File: src/rtl/riscv_core_pkg.sv
// Shared core-wide types: address/data words and the memory read arbiter state encoding.
package riscv_core_pkg;

    localparam int ADDR_WIDTH = 32;
    localparam int DATA_WIDTH = 32;

    typedef logic [ADDR_WIDTH-1:0] addr_t;
    typedef logic [DATA_WIDTH-1:0] word_t;

    typedef enum logic [1:0] {
        ARB_IDLE = 2'd0,
        ARB_ADDR = 2'd1,
        ARB_DATA = 2'd2
    } mem_arb_state_e;

endpackage

File: src/rtl/rr_arbiter.sv
// Two-way round-robin pick: the requester named by rr_ptr_i wins when both ask.
module rr_arbiter (
    input  logic [1:0] req_i,
    input  logic       rr_ptr_i,
    output logic       grant_o,
    output logic       any_req_o
);

    logic w_pick_other;

    always_comb begin
        w_pick_other = ~req_i[rr_ptr_i];
        grant_o      = rr_ptr_i ^ w_pick_other;
        any_req_o    = |req_i;
    end

endmodule

File: src/rtl/mem_read_arbiter.sv
// Arbitrates icache/dcache line refills onto one AXI4-Lite read port; address and
// data are passed straight through to/from the granted requester, nothing is buffered.
module mem_read_arbiter
    import riscv_core_pkg::*;
#(
    parameter int BEATS_PER_LINE = 8,
    parameter int NUM_REQ        = 2
) (
    input  logic                      clk_i,
    input  logic                      rst_ni,
    input  logic  [NUM_REQ-1:0]       req_arvalid_i,
    output logic  [NUM_REQ-1:0]       req_arready_o,
    input  addr_t [NUM_REQ-1:0]       req_araddr_i,
    output logic  [NUM_REQ-1:0]       req_rvalid_o,
    output word_t [NUM_REQ-1:0]       req_rdata_o,
    input  logic  [NUM_REQ-1:0]       req_rready_i,
    output logic                      mem_arvalid_o,
    input  logic                      mem_arready_i,
    output addr_t                     mem_araddr_o,
    input  logic                      mem_rvalid_i,
    input  word_t                     mem_rdata_i,
    output logic                      mem_rready_o,
    output logic                      grant_o,
    output logic                      busy_o,
    output mem_arb_state_e            dbg_state_o,
    output logic                      dbg_rr_ptr_o
);

    localparam int                BEAT_W    = $clog2(BEATS_PER_LINE);
    localparam logic [BEAT_W-1:0] LAST_BEAT = BEAT_W'(BEATS_PER_LINE - 1);

    mem_arb_state_e    r_state;
    mem_arb_state_e    w_state_next;
    logic              r_grant;
    logic              w_grant_next;
    logic              r_rr_ptr;
    logic              w_rr_ptr_next;
    logic [BEAT_W-1:0] r_beat_cnt;
    logic [BEAT_W-1:0] w_beat_next;
    logic              w_arb_grant;
    logic              w_any_req;

    rr_arbiter u_rr_arbiter (
        .req_i     (req_arvalid_i),
        .rr_ptr_i  (r_rr_ptr),
        .grant_o   (w_arb_grant),
        .any_req_o (w_any_req)
    );

    always_ff @(posedge clk_i or negedge rst_ni) begin
        if (!rst_ni) begin
            r_state    <= ARB_IDLE;
            r_grant    <= 1'b0;
            r_rr_ptr   <= 1'b0;
            r_beat_cnt <= '0;
        end else begin
            r_state    <= w_state_next;
            r_grant    <= w_grant_next;
            r_rr_ptr   <= w_rr_ptr_next;
            r_beat_cnt <= w_beat_next;
        end
    end

    // A transfer on any channel happens in a cycle where its valid and ready are both high;
    // a requester that lowers arvalid before its address is accepted gives up its grant.
    always_comb begin
        w_state_next  = r_state;
        w_grant_next  = r_grant;
        w_rr_ptr_next = r_rr_ptr;
        w_beat_next   = r_beat_cnt;
        case (r_state)
            ARB_IDLE: begin
                if (w_any_req) begin
                    w_grant_next = w_arb_grant;
                    w_state_next = ARB_ADDR;
                end
            end
            ARB_ADDR: begin
                if (!req_arvalid_i[r_grant]) begin
                    w_state_next = ARB_IDLE;
                end else if (mem_arready_i) begin
                    w_state_next = ARB_DATA;
                    w_beat_next  = '0;
                end
            end
            ARB_DATA: begin
                if (mem_rvalid_i && req_rready_i[r_grant]) begin
                    w_beat_next = r_beat_cnt + 1'b1;
                    if (r_beat_cnt == LAST_BEAT) begin
                        w_state_next  = ARB_IDLE;
                        w_rr_ptr_next = ~r_grant;
                    end
                end
            end
            default: w_state_next = ARB_IDLE;
        endcase
    end

    // Everything not steered to the granted requester in the current phase stays at zero.
    always_comb begin
        req_arready_o = '0;
        req_rvalid_o  = '0;
        req_rdata_o   = '0;
        mem_arvalid_o = 1'b0;
        mem_araddr_o  = '0;
        mem_rready_o  = 1'b0;
        case (r_state)
            ARB_ADDR: begin
                mem_arvalid_o          = req_arvalid_i[r_grant];
                mem_araddr_o           = req_araddr_i[r_grant];
                req_arready_o[r_grant] = mem_arready_i;
            end
            ARB_DATA: begin
                req_rvalid_o[r_grant] = mem_rvalid_i;
                req_rdata_o[r_grant]  = mem_rdata_i;
                mem_rready_o          = req_rready_i[r_grant];
            end
            default: ;
        endcase
    end

    assign grant_o      = r_grant;
    assign busy_o       = (r_state != ARB_IDLE);
    assign dbg_state_o  = r_state;
    assign dbg_rr_ptr_o = r_rr_ptr;

endmodule

File: config.mk
export PLATFORM = sky130hd
export DESIGN_NAME = mem_read_arbiter
export DESIGN_NICKNAME = d
export VERILOG_FILES = /design/src/rtl/riscv_core_pkg.sv /design/src/rtl/rr_arbiter.sv /design/src/rtl/mem_read_arbiter.sv
export SDC_FILE = /design/constraint.sdc
export NUM_CORES = 1
export LEC_CHECK = 0
export BUFFER_PORTS_ARGS = -buffer_cell sky130_fd_sc_hd__buf_2
export CAP_MARGIN = 20
export CORE_AREA = 2 2 81 83
export CTS_BUF_LIST = sky130_fd_sc_hd__clkbuf_4
export CTS_CLUSTER_SIZE = 20
export DETAILED_ROUTE_END_ITERATION = 16
export DIE_AREA = 0 0 83 85
export SKIP_CTS_REPAIR_TIMING = 1
export SLEW_MARGIN = 40
export SYNTH_ARGS = -nofsm -noshare
export SYNTH_HDL_FRONTEND = slang
export SYNTH_SLANG_ARGS = --single-unit
export TNS_END_PERCENT = 50
File: constraint.sdc
create_clock -name clk_i -period 3.4 [get_ports clk_i]
set_clock_uncertainty 0.1 [all_clocks]
set_input_delay 0.17 -clock clk_i [delete_from_list [all_inputs] [get_ports clk_i]]
set_output_delay 0.17 -clock clk_i [all_outputs]
set_load 0.01 [all_outputs]
==> results.py <==
metrics = {
    "setup_path": {
        "timing.critical_path.slowest_cell_delay_ns": 0.64,
        "cp_cell_sequence": "buf_4 > mux2i_1 > nor2_1 > buf_2",
        "critical-path-top-delay-family": "flip-flops",
        "timing.critical_path.slowest_stage_cell": "sky130_fd_sc_hd__dfrtp_2",
        "cp-end-kind": "output pin",
        "crit_buf_inv": 2,
        "critPathMaxFanout": 22,
        "worst-endpoint-required_ns": 3.13,
        "worst-endpoint-arrival_ns": 1.80,
        "critical_path_start_type": "flip-flop",
        "timing_worst_setup_path_type": "reg2out",
    },
    "global_routing": {
        "grt_overflow": 0,
        "grt_max_degree": 34,
        "track_usage_pct": 13.5,
        "vias_in_the_first_global_route": 1763,
        "number_of_antenna_violations_at_the_first_check_in_global_routing": 0,
        "wire_length_of_the_first_global_routing_pass_um": 8170,
    },
    "sta": {
        "timing.setup.tns_ns": 0,
        "fmax_ghz": 0.483,
        "max-slew-margin-rel_pct": 70.7,
        "rsz0062_at_grt": "no",
        "timing.final.setup_violations": 0,
        "period_share_pct": 60.9,
        "finalHoldViolCount": 0,
        "period_minus_slack_ns": 2.07,
        "hold_slack_ns": 0.0199,
        "worst_slew_pin_slew_ns": 0.439,
        "final_max_slew_viol_count": 0,
    },
    "synthesis": {
        "yosysMostFrequentCell": "sky130_fd_sc_hd__and2_1",
        "synth_area_um2": 1300,
        "synth_top_cells_by_area": "sky130_fd_sc_hd__and2_1, sky130_fd_sc_hd__mux2i_1, sky130_fd_sc_hd__dfrtp_1",
        "synth_top_cell_area_share_pct": 31.7,
        "synth-warning-count": 0,
        "yosys.area.top_type": "sky130_fd_sc_hd__and2_1",
        "synth_top_flop_cell": "sky130_fd_sc_hd__dfrtp_1",
        "distinct_cell_type_count_of_the_synthesized_netlist": 22,
        "synth_commonest_cells": "sky130_fd_sc_hd__and2_1, sky130_fd_sc_hd__nor2_1, sky130_fd_sc_hd__mux2i_1",
        "async_flop_share_pct": 100,
        "syn_avg_cell_area_um2": 7.09,
        "ys_seq_elements": 7,
        "synth_enable_flop_cells": 0,
        "netlist_instances": 184,
        "synth_nets": 290,
        "seq_area_frac_synth_pct": 13.4,
    },
    "die": {
        "core_area_um2": 6200,
        "initial_utilization_pct": 21.0,
        "floorplan_row_count": 29,
        "dieWidth_um": 83,
        "die-area_um2": 7060,
        "design.portCount": 211,
        "chipHeight_um": 85,
    },
    "placed_design": {
        "gp_congestion": 0.763,
        "dp_hpwl_um": 4440,
        "place.port_buffers": 210,
        "dpl-instance-area_um2": 2420,
    },
    "detailed_routing": {
        "dr_total_vias": 1956,
        "drtIter0Drc": 64,
        "vias_per_cell": 4.20,
        "wire_per_inst_um": 11.2,
        "detail-route-antenna-nets": 0,
        "drt_wl_total_um": 5230,
        "detail_route.first_pass.iterations": 4,
        "drt_drc_violations_left": 0,
    },
    "clock_tree": {
        "ctsHtreeMaxLevel": 1,
        "ctsLongestPathBuffers": 2,
        "clk_transition_reported_paths_ns": 0.05,
        "clk-insertion-delay-late_ns": 0.26,
        "cts_root_buf": "sky130_fd_sc_hd__clkbuf_4",
        "tritoncts_clock_tree": "done",
        "tritoncts_num_sinks": 7,
        "tritoncts.num_buffers": 3,
    },
    "power": {
        "leakagePower_nw": 1.64,
        "peakVddDrop_uv": 389,
        "power_density_nw_per_um2": 537,
        "design_power_total_mw": 1.32,
    },
    "job": {
        "cap_violations": 0,
    },
    "finish": {
        "num-nets-final": 496,
        "postLayoutCellArea_um2": 2460,
        "areaGrowthSynthToFinish_pct": 88.9,
        "diodes": 0,
        "layout-drive-gt1-share_pct": 57.3,
    },
    "run_status": {
        "result_of_the_run": "finished clean",
    },
    "hold_path": {
        "hold_path_class": "in2reg",
    },
}
==> logic make-up (layout without fill, tap and decap cells) <==
| kind of cell | Yosys count | count (layout) | share of synthesized area, % |
|---|---|---|---|
| AO/OA/AOI/OAI | 6 | 6 | 3.36 |
| adder cells (fa/ha/maj) | 2 | 2 | 1.92 |
| buffers and inverters | 16 | 221 | 5.18 |
| flip-flops | 7 | 7 | 13.4 |
| multiplexers | 36 | 36 | 27.8 |
| AND/OR/NAND/NOR | 117 | 117 | 48.3 |
==> power by group <==
part / total [mW] / internal, mW / switching (mW)
combinational: 1.05 / 0.492 / 0.563
clock: 0.0863 / 0.0529 / 0.0334
sequential: 0.181 / 0.112 / 0.0690
total: 1.32 / 0.657 / 0.665
==> final cells by class <==
cell class | count | area, um2
Fill cell | 674 | 3740
Timing Repair Buffer | 215 | 1090
Multi-Input combinational cell | 161 | 1060
Sequential cell | 7 | 176
Tap cell | 77 | 96.3
Clock buffer | 4 | 30.0
Inverter | 2 | 7.51
==> layout by cell type (no fill, tap or decap), types with 2 or more instances in the layout <==
cell	Yosys	routed
sky130_fd_sc_hd__nand2_1	3	3
sky130_fd_sc_hd__dfrtp_1	7	6
sky130_fd_sc_hd__mux2i_1	34	34
sky130_fd_sc_hd__and2_1	66	66
sky130_fd_sc_hd__ha_1	2	2
sky130_fd_sc_hd__buf_2	3	210
sky130_fd_sc_hd__buf_4	1	4
sky130_fd_sc_hd__nor2_1	44	44
sky130_fd_sc_hd__clkbuf_4	0	4
sky130_fd_sc_hd__a22o_1	2	2
==> final timing paths <==
kind,start,to,slack [ns],cells past startpoint
setup / recovery,grant_o,mem_araddr_o[4],1.33,4
hold / removal,req_arvalid_i[0],grant_o,0.02,2
setup reg to reg,grant_o,dbg_rr_ptr_o,1.57,4
hold reg to reg,r_beat_cnt[1],r_beat_cnt[1],0.42,1
max in group asynchronous,rst_ni,grant_o,2.86,2
min in group asynchronous,rst_ni,dbg_state_o[0],0.17,2
==> per-layer routing <==
metal / track usage, % / vias to the layer above / routed length [um]
met1: 16.1 / 853 / 2110
met2: 24.5 / 89 / 2700
met5: 0 / - / 0
met3: 3.02 / 9 / 370
li1: - / 1005 / -
met4: 3.13 / 0 / 57
==> flip-flops by register name (all words and copies together), names as in the netlist <==
register	count
dbg_rr_ptr_o	1
dbg_state_o	2
grant_o	1
r_beat_cnt	3
==> stage by stage <==
stage               util, %  setup WS [ns]  std cells
floorplan                 -           1.88        184
global placement       39.0           1.60        461
detailed placement     39.0           1.56        461
CTS                    39.5           1.32        465
global route           39.7           1.21        466
finish                 39.7           1.33        466
No activity file was read; power rests on OpenSTA's default activity.
